## src/rtl/l2_ecc_pkg.sv

```systemverilog
// SECDED helpers for the L2 bank ECC stage: codeword typedefs, encoder and syndrome mapping.
// Optional read-repair writeback is enabled by defining L2_BANK_ECC_WRITEBACK_EN.
package l2_ecc_pkg;

  localparam int unsigned MaxDw = 64;
  localparam int unsigned MaxCw = 72;

  typedef logic [MaxDw-1:0] data_max_t;
  typedef logic [MaxCw-1:0] cw_max_t;
  typedef logic [6:0]       syndrome_t;

`ifdef L2_BANK_ECC_WRITEBACK_EN
  typedef enum logic [1:0] {StIdle, StResp, StMerge, StWb} state_e;
`else
  typedef enum logic [1:0] {StIdle, StResp, StMerge} state_e;
`endif

  function automatic int unsigned par_width(input int unsigned dw);
    return (dw == 32) ? 7 : 8;
  endfunction

  // Codeword bit p is Hamming position p; bit 0 is overall parity; powers of two are checks.
  function automatic int unsigned data_pos(input int unsigned k);
    int unsigned cnt = 0;
    int unsigned pos = 0;
    for (int unsigned p = 1; p < MaxCw; p++) begin
      if ((p & (p - 1)) != 0) begin
        if (cnt == k) pos = p;
        cnt++;
      end
    end
    return pos;
  endfunction

  // Data bit index addressed by a syndrome, or -1 for a check bit / no error.
  function automatic int syn_to_bit(input syndrome_t s);
    int npow = 0;
    for (int j = 0; j < 7; j++) begin
      if ((syndrome_t'(1) << j) <= s) npow++;
    end
    if (s == '0 || (s & (s - syndrome_t'(1))) == '0) return -1;
    return int'(s) - npow - 1;
  endfunction

  function automatic cw_max_t secded_encode(input data_max_t data, input int unsigned dw);
    cw_max_t     cw  = '0;
    int unsigned k   = 0;
    logic        par;
    for (int unsigned p = 1; p < MaxCw; p++) begin
      if ((p & (p - 1)) != 0) begin
        if (k < dw) cw[p[6:0]] = data[k[5:0]];
        k++;
      end
    end
    for (int unsigned j = 0; j < 7; j++) begin
      par = 1'b0;
      for (int unsigned p = 1; p < MaxCw; p++) begin
        if (((p >> j) & 1) != 0) par ^= cw[p[6:0]];
      end
      cw[7'(32'd1 << j)] = par;
    end
    cw[0] = ^cw;
    return cw;
  endfunction

endpackage

```

## src/rtl/l2_secded_dec.sv

```systemverilog
// Combinational SECDED decoder: corrects single-bit errors, flags double-bit errors.
// Unchanged by L2_BANK_ECC_WRITEBACK_EN.
module l2_secded_dec
  import l2_ecc_pkg::*;
#(
  parameter  int unsigned DATA_WIDTH = 64,
  localparam int unsigned CwWidth    = DATA_WIDTH + par_width(DATA_WIDTH)
) (
  input  logic [CwWidth-1:0]    cw_i,
  output logic [DATA_WIDTH-1:0] data_o,
  output logic                  corr_o,
  output logic                  uncorr_o
);

  logic [DATA_WIDTH-1:0] raw;
  syndrome_t             syn;
  logic                  overall;
  int                    idx;

  for (genvar k = 0; k < DATA_WIDTH; k++) begin : g_extract
    localparam int unsigned Pos = data_pos(k);
    assign raw[k] = cw_i[Pos];
  end

  always_comb begin
    syn = '0;
    for (int unsigned p = 1; p < CwWidth; p++) begin
      if (cw_i[p]) syn ^= syndrome_t'(p);
    end
    overall  = ^cw_i;
    corr_o   = overall;
    uncorr_o = !overall && (syn != '0);
    idx      = syn_to_bit(syn);
    data_o   = raw;
    for (int k = 0; k < DATA_WIDTH; k++) begin
      if (corr_o && (idx == k)) data_o[k] = ~raw[k];
    end
  end

endmodule

```

## src/rtl/l2_bank_ecc.sv

```systemverilog
// Per-bank SECDED + read-modify-write stage in front of one SRAM cut.
// Define L2_BANK_ECC_WRITEBACK_EN to scrub correctable read errors back to memory.
module l2_bank_ecc
  import l2_ecc_pkg::*;
#(
  parameter  int unsigned DATA_WIDTH = 64,
  parameter  int unsigned N_WORDS    = 16384,
  parameter  int unsigned CNT_WIDTH  = 16,
  localparam int unsigned ADDR_WIDTH = $clog2(N_WORDS),
  localparam int unsigned PAR_WIDTH  = par_width(DATA_WIDTH),
  localparam int unsigned BE_WIDTH   = DATA_WIDTH / 8,
  localparam int unsigned CW_WIDTH   = DATA_WIDTH + PAR_WIDTH
) (
  input  logic                  clk_i,
  input  logic                  rst_i,
  input  logic                  req_i,
  output logic                  gnt_o,
  input  logic                  we_i,
  input  logic [ADDR_WIDTH-1:0] addr_i,
  input  logic [DATA_WIDTH-1:0] wdata_i,
  input  logic [BE_WIDTH-1:0]   be_i,
  output logic                  rvalid_o,
  output logic [DATA_WIDTH-1:0] rdata_o,
  output logic                  err_corr_o,
  output logic                  err_uncorr_o,
  input  logic                  cnt_clr_i,
  output logic [CNT_WIDTH-1:0]  corr_cnt_o,
  output logic [CNT_WIDTH-1:0]  uncorr_cnt_o,
  output logic                  sram_req_o,
  output logic                  sram_we_o,
  output logic [ADDR_WIDTH-1:0] sram_addr_o,
  output logic [CW_WIDTH-1:0]   sram_wdata_o,
  input  logic [CW_WIDTH-1:0]   sram_rdata_i
);

  state_e                state_q, state_d;
  logic [ADDR_WIDTH-1:0] addr_q, addr_d;
  logic [DATA_WIDTH-1:0] wdata_q, wdata_d;
  logic [BE_WIDTH-1:0]   be_q, be_d;
  logic                  rd_q, rd_d;
  logic                  corr_q, corr_d;
  logic                  uncorr_q, uncorr_d;
  logic [CNT_WIDTH-1:0]  corr_cnt_q, corr_cnt_d;
  logic [CNT_WIDTH-1:0]  uncorr_cnt_q, uncorr_cnt_d;

  logic [DATA_WIDTH-1:0] dec_data;
  logic                  dec_corr;
  logic                  dec_uncorr;
  logic [DATA_WIDTH-1:0] merged;
  logic [DATA_WIDTH-1:0] enc_data;
  logic [CW_WIDTH-1:0]   enc_cw;
  logic                  wb_hold;
  logic                  accept;
  logic                  be_full;
  logic                  be_none;

  l2_secded_dec #(
    .DATA_WIDTH(DATA_WIDTH)
  ) u_dec (
    .cw_i    (sram_rdata_i),
    .data_o  (dec_data),
    .corr_o  (dec_corr),
    .uncorr_o(dec_uncorr)
  );

  always_comb begin
    be_full = &be_i;
    be_none = ~|be_i;
    wb_hold = 1'b0;
`ifdef L2_BANK_ECC_WRITEBACK_EN
    wb_hold = (state_q == StResp) && rd_q && dec_corr;
`endif
    accept  = ((state_q == StIdle) || (state_q == StResp)) && !wb_hold;
    for (int b = 0; b < int'(BE_WIDTH); b++) begin
      merged[8*b +: 8] = be_q[b] ? wdata_q[8*b +: 8] : dec_data[8*b +: 8];
    end
    enc_data = wdata_i;
    if (state_q == StMerge) enc_data = merged;
`ifdef L2_BANK_ECC_WRITEBACK_EN
    if (state_q == StWb) enc_data = wdata_q;
`endif
    enc_cw = CW_WIDTH'(secded_encode(data_max_t'(enc_data), DATA_WIDTH));
  end

  always_ff @(posedge clk_i or posedge rst_i) begin
    if (rst_i) begin
      state_q      <= StIdle;
      addr_q       <= '0;
      wdata_q      <= '0;
      be_q         <= '0;
      rd_q         <= 1'b0;
      corr_q       <= 1'b0;
      uncorr_q     <= 1'b0;
      corr_cnt_q   <= '0;
      uncorr_cnt_q <= '0;
    end else begin
      state_q      <= state_d;
      addr_q       <= addr_d;
      wdata_q      <= wdata_d;
      be_q         <= be_d;
      rd_q         <= rd_d;
      corr_q       <= corr_d;
      uncorr_q     <= uncorr_d;
      corr_cnt_q   <= corr_cnt_d;
      uncorr_cnt_q <= uncorr_cnt_d;
    end
  end

  always_comb begin
    state_d  = state_q;
    addr_d   = addr_q;
    wdata_d  = wdata_q;
    be_d     = be_q;
    rd_d     = rd_q;
    corr_d   = corr_q;
    uncorr_d = uncorr_q;
    case (state_q)
      StIdle, StResp: begin
        state_d = StIdle;
        if (wb_hold) begin
`ifdef L2_BANK_ECC_WRITEBACK_EN
          // Read address is still in addr_q; keep the corrected word for the scrub.
          state_d = StWb;
          wdata_d = dec_data;
`endif
        end else if (req_i) begin
          addr_d   = addr_i;
          wdata_d  = wdata_i;
          be_d     = be_i;
          rd_d     = !we_i;
          corr_d   = 1'b0;
          uncorr_d = 1'b0;
          state_d  = (we_i && !be_full && !be_none) ? StMerge : StResp;
        end
      end
      StMerge: begin
        rd_d     = 1'b0;
        corr_d   = dec_corr;
        uncorr_d = dec_uncorr;
        state_d  = StResp;
      end
`ifdef L2_BANK_ECC_WRITEBACK_EN
      StWb: state_d = StIdle;
`endif
      default: state_d = StIdle;
    endcase
  end

  always_comb begin
    gnt_o        = 1'b0;
    sram_req_o   = 1'b0;
    sram_we_o    = 1'b0;
    sram_addr_o  = addr_i;
    sram_wdata_o = enc_cw;
    rvalid_o     = 1'b0;
    rdata_o      = dec_data;
    err_corr_o   = 1'b0;
    err_uncorr_o = 1'b0;
    if (state_q == StResp) begin
      rvalid_o     = 1'b1;
      err_corr_o   = rd_q ? dec_corr : corr_q;
      err_uncorr_o = rd_q ? dec_uncorr : uncorr_q;
    end
    if (accept && !rst_i) begin
      gnt_o = req_i;
      if (req_i && !(we_i && be_none)) begin
        sram_req_o = 1'b1;
        sram_we_o  = we_i && be_full;
      end
    end
    if (state_q == StMerge) begin
      // An uncorrectable old word must not be overwritten with a guessed merge.
      sram_req_o  = !rst_i && !dec_uncorr;
      sram_we_o   = 1'b1;
      sram_addr_o = addr_q;
    end
`ifdef L2_BANK_ECC_WRITEBACK_EN
    if (state_q == StWb) begin
      sram_req_o  = !rst_i;
      sram_we_o   = 1'b1;
      sram_addr_o = addr_q;
    end
`endif
  end

  always_comb begin
    corr_cnt_d   = corr_cnt_q;
    uncorr_cnt_d = uncorr_cnt_q;
    if (cnt_clr_i) begin
      corr_cnt_d   = '0;
      uncorr_cnt_d = '0;
    end else begin
      if (rvalid_o && err_corr_o && !(&corr_cnt_q)) corr_cnt_d = corr_cnt_q + CNT_WIDTH'(1);
      if (rvalid_o && err_uncorr_o && !(&uncorr_cnt_q)) begin
        uncorr_cnt_d = uncorr_cnt_q + CNT_WIDTH'(1);
      end
    end
  end

  assign corr_cnt_o   = corr_cnt_q;
  assign uncorr_cnt_o = uncorr_cnt_q;

endmodule

```

## config.mk

```make
export PLATFORM = sky130hd
export DESIGN_NAME = l2_bank_ecc
export DESIGN_NICKNAME = d
export VERILOG_FILES = /design/src/rtl/l2_ecc_pkg.sv /design/src/rtl/l2_secded_dec.sv /design/src/rtl/l2_bank_ecc.sv
export SDC_FILE = /design/constraint.sdc
export NUM_CORES = 1
export LEC_CHECK = 0
export BUFFER_PORTS_ARGS = -buffer_cell sky130_fd_sc_hd__buf_2
export CORE_MARGIN = 2
export CORE_UTILIZATION = 45
export CTS_BUF_LIST = sky130_fd_sc_hd__clkbuf_2
export DETAILED_ROUTE_END_ITERATION = 10
export HOLD_SLACK_MARGIN = 0.02
export PLACE_DENSITY_LB_ADDON = 0.2
export SLEW_MARGIN = 10
export SYNTH_ARGS = -nofsm -noshare
export SYNTH_HDL_FRONTEND = slang
export SYNTH_SLANG_ARGS = --single-unit
export TNS_END_PERCENT = 10
```

## constraint.sdc

```tcl
create_clock -name clk_i -period 28.3 [get_ports clk_i]
set_clock_uncertainty 0.15 [all_clocks]
set_input_delay 4.245 -clock clk_i [delete_from_list [all_inputs] [get_ports clk_i]]
set_output_delay 4.245 -clock clk_i [all_outputs]
set_load 0.05 [all_outputs]
```

# --- After elaboration in Yosys (flattened, before gate mapping) ---
# Index checks and enable logic that the tools add are counted.
totals:
  reg_bits: 123
  output_inout_bits: 188
  wordCells: 709
op_classes:
  n_addsub: 11
  magnitude_cmp: 7
  eq_ne: 66
  muxes: 179
  bitwise: 333
  n_reduce_logical: 104
ops:
  columns: ["operator", "count"]
  rows:
  - ["$eq A32 B7 Y1 const B", 32]
  - ["$eq A32 B6 Y1 const B", 16]
  - ["$eq A32 B5 Y1 const B", 8]
  - ["$mux W32", 8]
  - ["$xor A1 B1 Y1", 198]
  - ["$mux W6", 32]
  - ["$add A32 B2 Y32 const B", 5]
  - ["$reduce_xor A72 Y1", 2]
  - ["$eq A32 B4 Y1 const B", 4]
  - ["$mux W1", 81]
  - ["$mux W5", 16]
  - ["$logic_and A1 B1 Y1", 76]
  - ["$not A3 Y3", 23]
  - ["$eq A32 B3 Y1 const B", 2]
  - ["$mux W16", 4]
  - ["$mux W64", 1]
  - ["$mux W8", 8]
  - ["$not A1 Y1", 64]
  - ["$not A4 Y4", 16]
  - ["$mux W7", 8]
  - ["$not A2 Y2", 18]
  - ["$add A16 B1 Y16 const B", 2]
  - ["$eq A32 B2 Y1 const B", 1]
  - ["$logic_not A32 Y1", 1]
  - ["other kinds (35)", 74]

# --- Logic depth before layout (Yosys ltp) ---
logic_depth:
  ltp_word: 192
  ltp_mapped: 47
  depth_no_buf: 44

# --- Hierarchy ---
# A second synthesis with hierarchy kept.
hier_totals:
  cells_unflattened: 1349
  hier_area_um2: 12474.5
modules_own_cells:
  columns: ["mod", "instances", "cells_per_inst", "area_per_inst_um2", "seq_area_each_um2"]
  rows:
  - ["l2_bank_ecc", 1, 913, 8379.3, 3078.0]
  - ["l2_secded_dec", 1, 436, 4095.2, 0.0]

# --- Least setup slack after synthesis ---
# OpenSTA, ideal clock, no wires.
synth_timing:
  path_kind: "input-to-output"
  startpoint: "input port sram_rdata_i[46]"
  endpoint: "output port sram_wdata_o[0]"
  arrival_time_ns: 15.608
  required_ns: 23.905
  setup_slack_ns: 8.297
  stages: 46
  path_buffers: 4
  path_cell_list: "buf_2 > xor2_2 > xnor2_2 > xnor2_2 > xnor2_2 > and3_1 > o21ai_1 > or2_2 > or3_1 > inv_1 > ha_1 > clkbuf_1 > xnor2_1 > ha_1 > mux2_2 > ha_1 > mux2_2 > ha_1 > [10 not listed] > a21o_1 > fa_1 > inv_1 > and3_1 > a41o_1 > and3_1 > o211ai_2 > buf_6 > buf_4 > nor2_1 > xor2_1 > mux2i_1 > o21ai_0 > xnor2_1 > xnor2_1 > xnor3_1 > xor2_1 > xnor3_1"
synth_between:
  elab_cells_between_ends: 481
  cone_classes: "9 x add/sub; 7 x order compare; 63 x eq/ne; 109 x mux; 223 x bitwise; 70 x reduce/logical"
synth_lines:
  columns: ["item", "line_no", "source"]
  rows:
  - ["from (decl)", "l2_bank_ecc.sv:33", "input logic [CW_WIDTH-1:0] sram_rdata_i"]
  - ["$mux W6", "l2_secded_dec.sv:28", "if (cw_i[p]) syn ^= syndrome_t'(p);"]
  - ["$not A5 Y5 (no line)", null, null]
  - ["$mux W6", "l2_secded_dec.sv:28", null]
  - ["$not A2 Y2 (no line)", null, null]
  - ["$mux W6", "l2_secded_dec.sv:28", null]
  - ["$not A3 Y3 (no line)", null, null]
  - ["$mux W6", "l2_secded_dec.sv:28", null]
  - ["$not A3 Y3 (no line)", null, null]
  - ["[54 not listed]", null, null]
  - ["$mux W1 *", "l2_secded_dec.sv:36", "if (corr_o && (idx == k)) data_o[k] = ~raw[k];"]
  - ["via rdata_o[3]", "l2_bank_ecc.sv:23", "output logic [DATA_WIDTH-1:0] rdata_o,"]
  - ["$mux W8 *", "l2_bank_ecc.sv:75", "merged[8*b +: 8] = be_q[b] ? wdata_q[8*b +: 8] : dec_data[8*b +: 8];"]
  - ["$mux W64 *", "l2_bank_ecc.sv:78", "if (state_q == StMerge) enc_data = merged;"]
  - ["via sram_wdata_o[7]", "l2_bank_ecc.sv:32", "output logic [CW_WIDTH-1:0] sram_wdata_o,"]
  - ["$xor A1 B1 Y1 * (33 in series)", "l2_ecc_pkg.sv:58", "if (((p >> j) & 1) != 0) par ^= cw[p[6:0]];"]
  - ["via sram_wdata_o[2]", "l2_bank_ecc.sv:32", null]
  - ["$reduce_xor A72 Y1 *", "l2_ecc_pkg.sv:62", "cw[0] = ^cw;"]
  - ["to (decl)", "l2_bank_ecc.sv:32", null]
# Mark *: on every way through the listed nets, which the timed path passes. The rest lies on a longest branch.

# --- Worst setup path in the final report ---
layout_timing:
  startpoint: "input port sram_rdata_i[42]"
  endpoint: "output port sram_wdata_o[0]"
layout_between:
  elab_chain_len: 108
  elab_cells_between_ends: 487
  cone_classes: "9 x add/sub; 7 x order compare; 63 x eq/ne; 113 x mux; 225 x bitwise; 70 x reduce/logical"
layout_lines:
  columns: ["item", "line_no", "source"]
  rows:
  - ["$mux W6", "l2_secded_dec.sv:28", null]
  - ["$not A4 Y4 (no line)", null, null]
  - ["$mux W6", "l2_secded_dec.sv:28", null]
  - ["$not A3 Y3 (no line)", null, null]
  - ["$mux W6", "l2_secded_dec.sv:28", null]
  - ["$not A4 Y4 (no line)", null, null]
  - ["$mux W6", "l2_secded_dec.sv:28", null]
  - ["$not A4 Y4 (no line)", null, null]
  - ["[59 not listed]", null, null]
  - ["$mux W32", "l2_ecc_pkg.sv:42", "return int'(s) - npow - 1;"]
  - ["$eq A32 B2 Y1, or another cell as far along", "l2_secded_dec.sv:36", null]
  - ["$logic_and A1 B1 Y1", "l2_secded_dec.sv:36", null]
  - ["$mux W1", "l2_secded_dec.sv:36", null]
  - ["$mux W8", "l2_bank_ecc.sv:75", null]
  - ["$mux W64 *", "l2_bank_ecc.sv:78", null]
  - ["$xor A1 B1 Y1 (34 in series)", "l2_ecc_pkg.sv:58", null]
  - ["$reduce_xor A72 Y1 *", "l2_ecc_pkg.sv:62", null]
# Every way passes the cells marked *; elsewhere a longest branch is shown, timed or not.

==> results.json <==
{
  "cp_slowest_cell": "xnor2_1",
  "pre_cts_ws_ns": 8.70,
  "final_util": 0.546,
  "io_buffers": 350,
  "drc": 0,
  "antenna_found_initial": 4,
  "holdPathStages": 2,
  "endpoint_kind": "primary output",
  "io-pin-count": 351,
  "dp_hpwl_um": 35000,
  "synth_edf_count": 0,
  "slew_headroom": 0.286,
  "outcome": "finished clean",
  "cp_top_family": "XOR/XNOR gates",
  "areaGrowthSynthToFinish_pct": 19.3,
  "drt_pass1_iterations": 5,
  "cts_setup_buffers": 0,
  "clkTransAtPathRegs_ns": 0.20,
  "grt_pass1_wl_um": 64200,
  "finalSetupViolations": 0,
  "nNetsFinal": 1917,
  "grt_start_max_net_pins": 94,
  "cp_num_cells": 45,
  "synthDistinctLibCells": 72,
  "cts_tree": "yes",
  "rsz0062_at_grt": "false",
  "grt_overflow": 0,
  "yosys_warnings": 0,
  "setup.worst_path.class": "in2out",
  "synth_ff_type": "dfrtp_1",
  "synth_area_um2": 11500,
  "die_area_um2": 26900,
  "final_hold_viol_count": 0,
  "vias_per_cell": 5.46,
  "coreArea_um2": 25200,
  "drtIter0Drc": 1096,
  "finalWirelength_um": 43600,
  "worst-path-buf-inv": 4,
  "fmax_mhz": 50.6,
  "antenna_left": 0,
  "wl_per_cell_um": 20.9,
  "htree_levels": 4,
  "synth.largest_area_cell": "dfrtp_1",
  "netlist_instances": 1430,
  "clk_path_buf_depth": 2,
  "layout_setup_ws_ns": 8.55,
  "synth-seq-cells": 123,
  "start_util": 0.457,
  "synth_top_area_frac": 0.267,
  "rows": 58,
  "cts.sinks": 123,
  "cts_buffers": 17,
  "period_share": 0.698,
  "start_kind": "input pin",
  "drive_gt1_frac": 0.257,
  "r2r_slack_ns": 25.62,
  "cp_common_cell": "xnor2_1",
  "final.setup.tns_ns": 0,
  "gp_congestion": 1.03,
  "post_cts_resized": 0,
  "synth.area.top_cells": "dfrtp_1, xnor2_1, nand2_1",
  "grt.total_usage": 0.321,
  "synth_area_per_cell_um2": 8.05,
  "cts_hold_buf": 0,
  "clock_latency_ns": 0.70,
  "root_buffer": "clkbuf_2",
  "min_period_ns": 19.75,
  "hp-class": "reg2reg",
  "cap_viol_max_count": 0,
  "arrival_ns": 15.36,
  "grt_pass1_vias": 10771,
  "required_ns": 23.90,
  "ys_seq_area_frac": 0.267,
  "path_max_fanout": 17,
  "rr_worst_depth": 7,
  "die_x_um": 164,
  "synthArstFlopShare": 1.00,
  "vias": 11394,
  "slowest_delay_ns": 0.46,
  "worst_pin_slew_ns": 1.07,
  "slew_violations": 0,
  "die_y_um": 164
}
## layout by cell type (no fill, tap or decap), drive strengths merged, types with 17 or more instances in the layout
master  netlist  layout
and3         31      31
a221o        23      23
nor3         23      23
buf          19     357
xor2        107     107
nor2         94      94
inv          30      38
nand3        28      28
dfrtp       123     123
o21ai        40      40
a21oi        24      24
nand2       388     388
nor4         29      29
clkbuf       52      17
xnor2       228     228
## metrics by stage
stage          area [um^2]  hold WS (ns)  cells
2_1_floorplan        11500         0.287   1432
3_3_place_gp         13500         0.298   2048
3_5_place_dp         13500         0.304   2048
4_1_cts              13700         0.349   2080
5_1_grt              13700         0.379   2082
6_report             13700         0.347   2085
## cell families (layout without fill, tap and decap cells)
logic type,after synthesis,in the layout,synth area share
AOI/OAI and AO/OA,154,154,0.0994
xor gates and xnor gates,353,353,0.305
adders and majority gates,17,17,0.0198
buffers and inverters,101,419,0.0363
DFF,123,123,0.267
muxes,21,21,0.0188
other,1,8,0.000326
and+or+nand+nor,660,660,0.253
## flip-flops by register name, summed over array words and instances (netlist names)
name,flops
uncorr_cnt_o,16
state_q,2
addr_q,14
corr_cnt_o,16
be_q,8
wdata_q,64
corr_q,1
uncorr_q,1
rd_q,1
## layer usage
layer | track usage | share of wire | vias to the layer above | routed length (um)
met2 | 0.526 | 0.47 | 537 | 20300
met5 | 0 | 0 | - | 0
met1 | 0.405 | 0.40 | 5425 | 17500
met4 | 0.113 | 0.034 | 0 | 1460
li1 | - | - | 5361 | -
met3 | 0.0894 | 0.098 | 71 | 4290
## tightest hold or removal path, delay by kind of cell (launching register included)
kind / cells / cell delay (ns)
flops: 1 / 0.38
simple gates: 2 / 0.10
## synth_stat cells, types with 4 or more instances
library cell,number
dfrtp_1,123
a21o_1,16
nor4_1,24
o221a_2,4
xnor3_1,16
and2_1,9
inv_1,30
xnor2_1,210
nor2_1,94
buf_1,6
and3_1,31
nand2_1,388
nand2b_1,10
nand3b_1,4
a221o_1,21
o21ai_1,6
o21a_1,5
nor3_1,22
nor2b_1,8
o211ai_1,4
mux2_2,5
buf_4,4
mux2i_1,16
nand4_1,11
xor2_2,4
buf_2,7
or2_2,7
a21oi_1,24
a31oi_1,10
ha_1,15
nand3_1,27
o31a_1,5
clkbuf_1,52
or3_1,10
nor4_2,5
o21ai_0,33
xor2_1,103
xnor2_2,18
## area by class of cell
type / count / area [um^2]
diodes: 5 / 12.5
clock buffers: 17 / 85.1
flip-flops and latches: 123 / 3080
clock inverters: 15 / 180
multi-input cells: 1208 / 8050
fillers: 2467 / 11400
repair buffers: 357 / 1800
well taps: 330 / 413
inverters: 30 / 115
## final timing paths
| path | end | from |
|---|---|---|
| min in group asynchronous | corr_cnt_o[2]$_DFFE_PP0P_ | rst_i |
| worst max register to register | corr_cnt_o[15]$_DFFE_PP0P_ | state_q[1]$_DFF_PP0_ |
| worst max-delay path | sram_wdata_o[0] | sram_rdata_i[42] |
| max in group asynchronous | wdata_q[18]$_DFFE_PP0P_ | rst_i |
| worst min register to register | wdata_q[25]$_DFFE_PP0P_ | wdata_q[25]$_DFFE_PP0P_ |
| worst min-delay path | wdata_q[25]$_DFFE_PP0P_ | wdata_q[25]$_DFFE_PP0P_ |
Power is not shown: default switching activity piles up to over one toggle a cycle in this logic, so the estimate is an artifact.
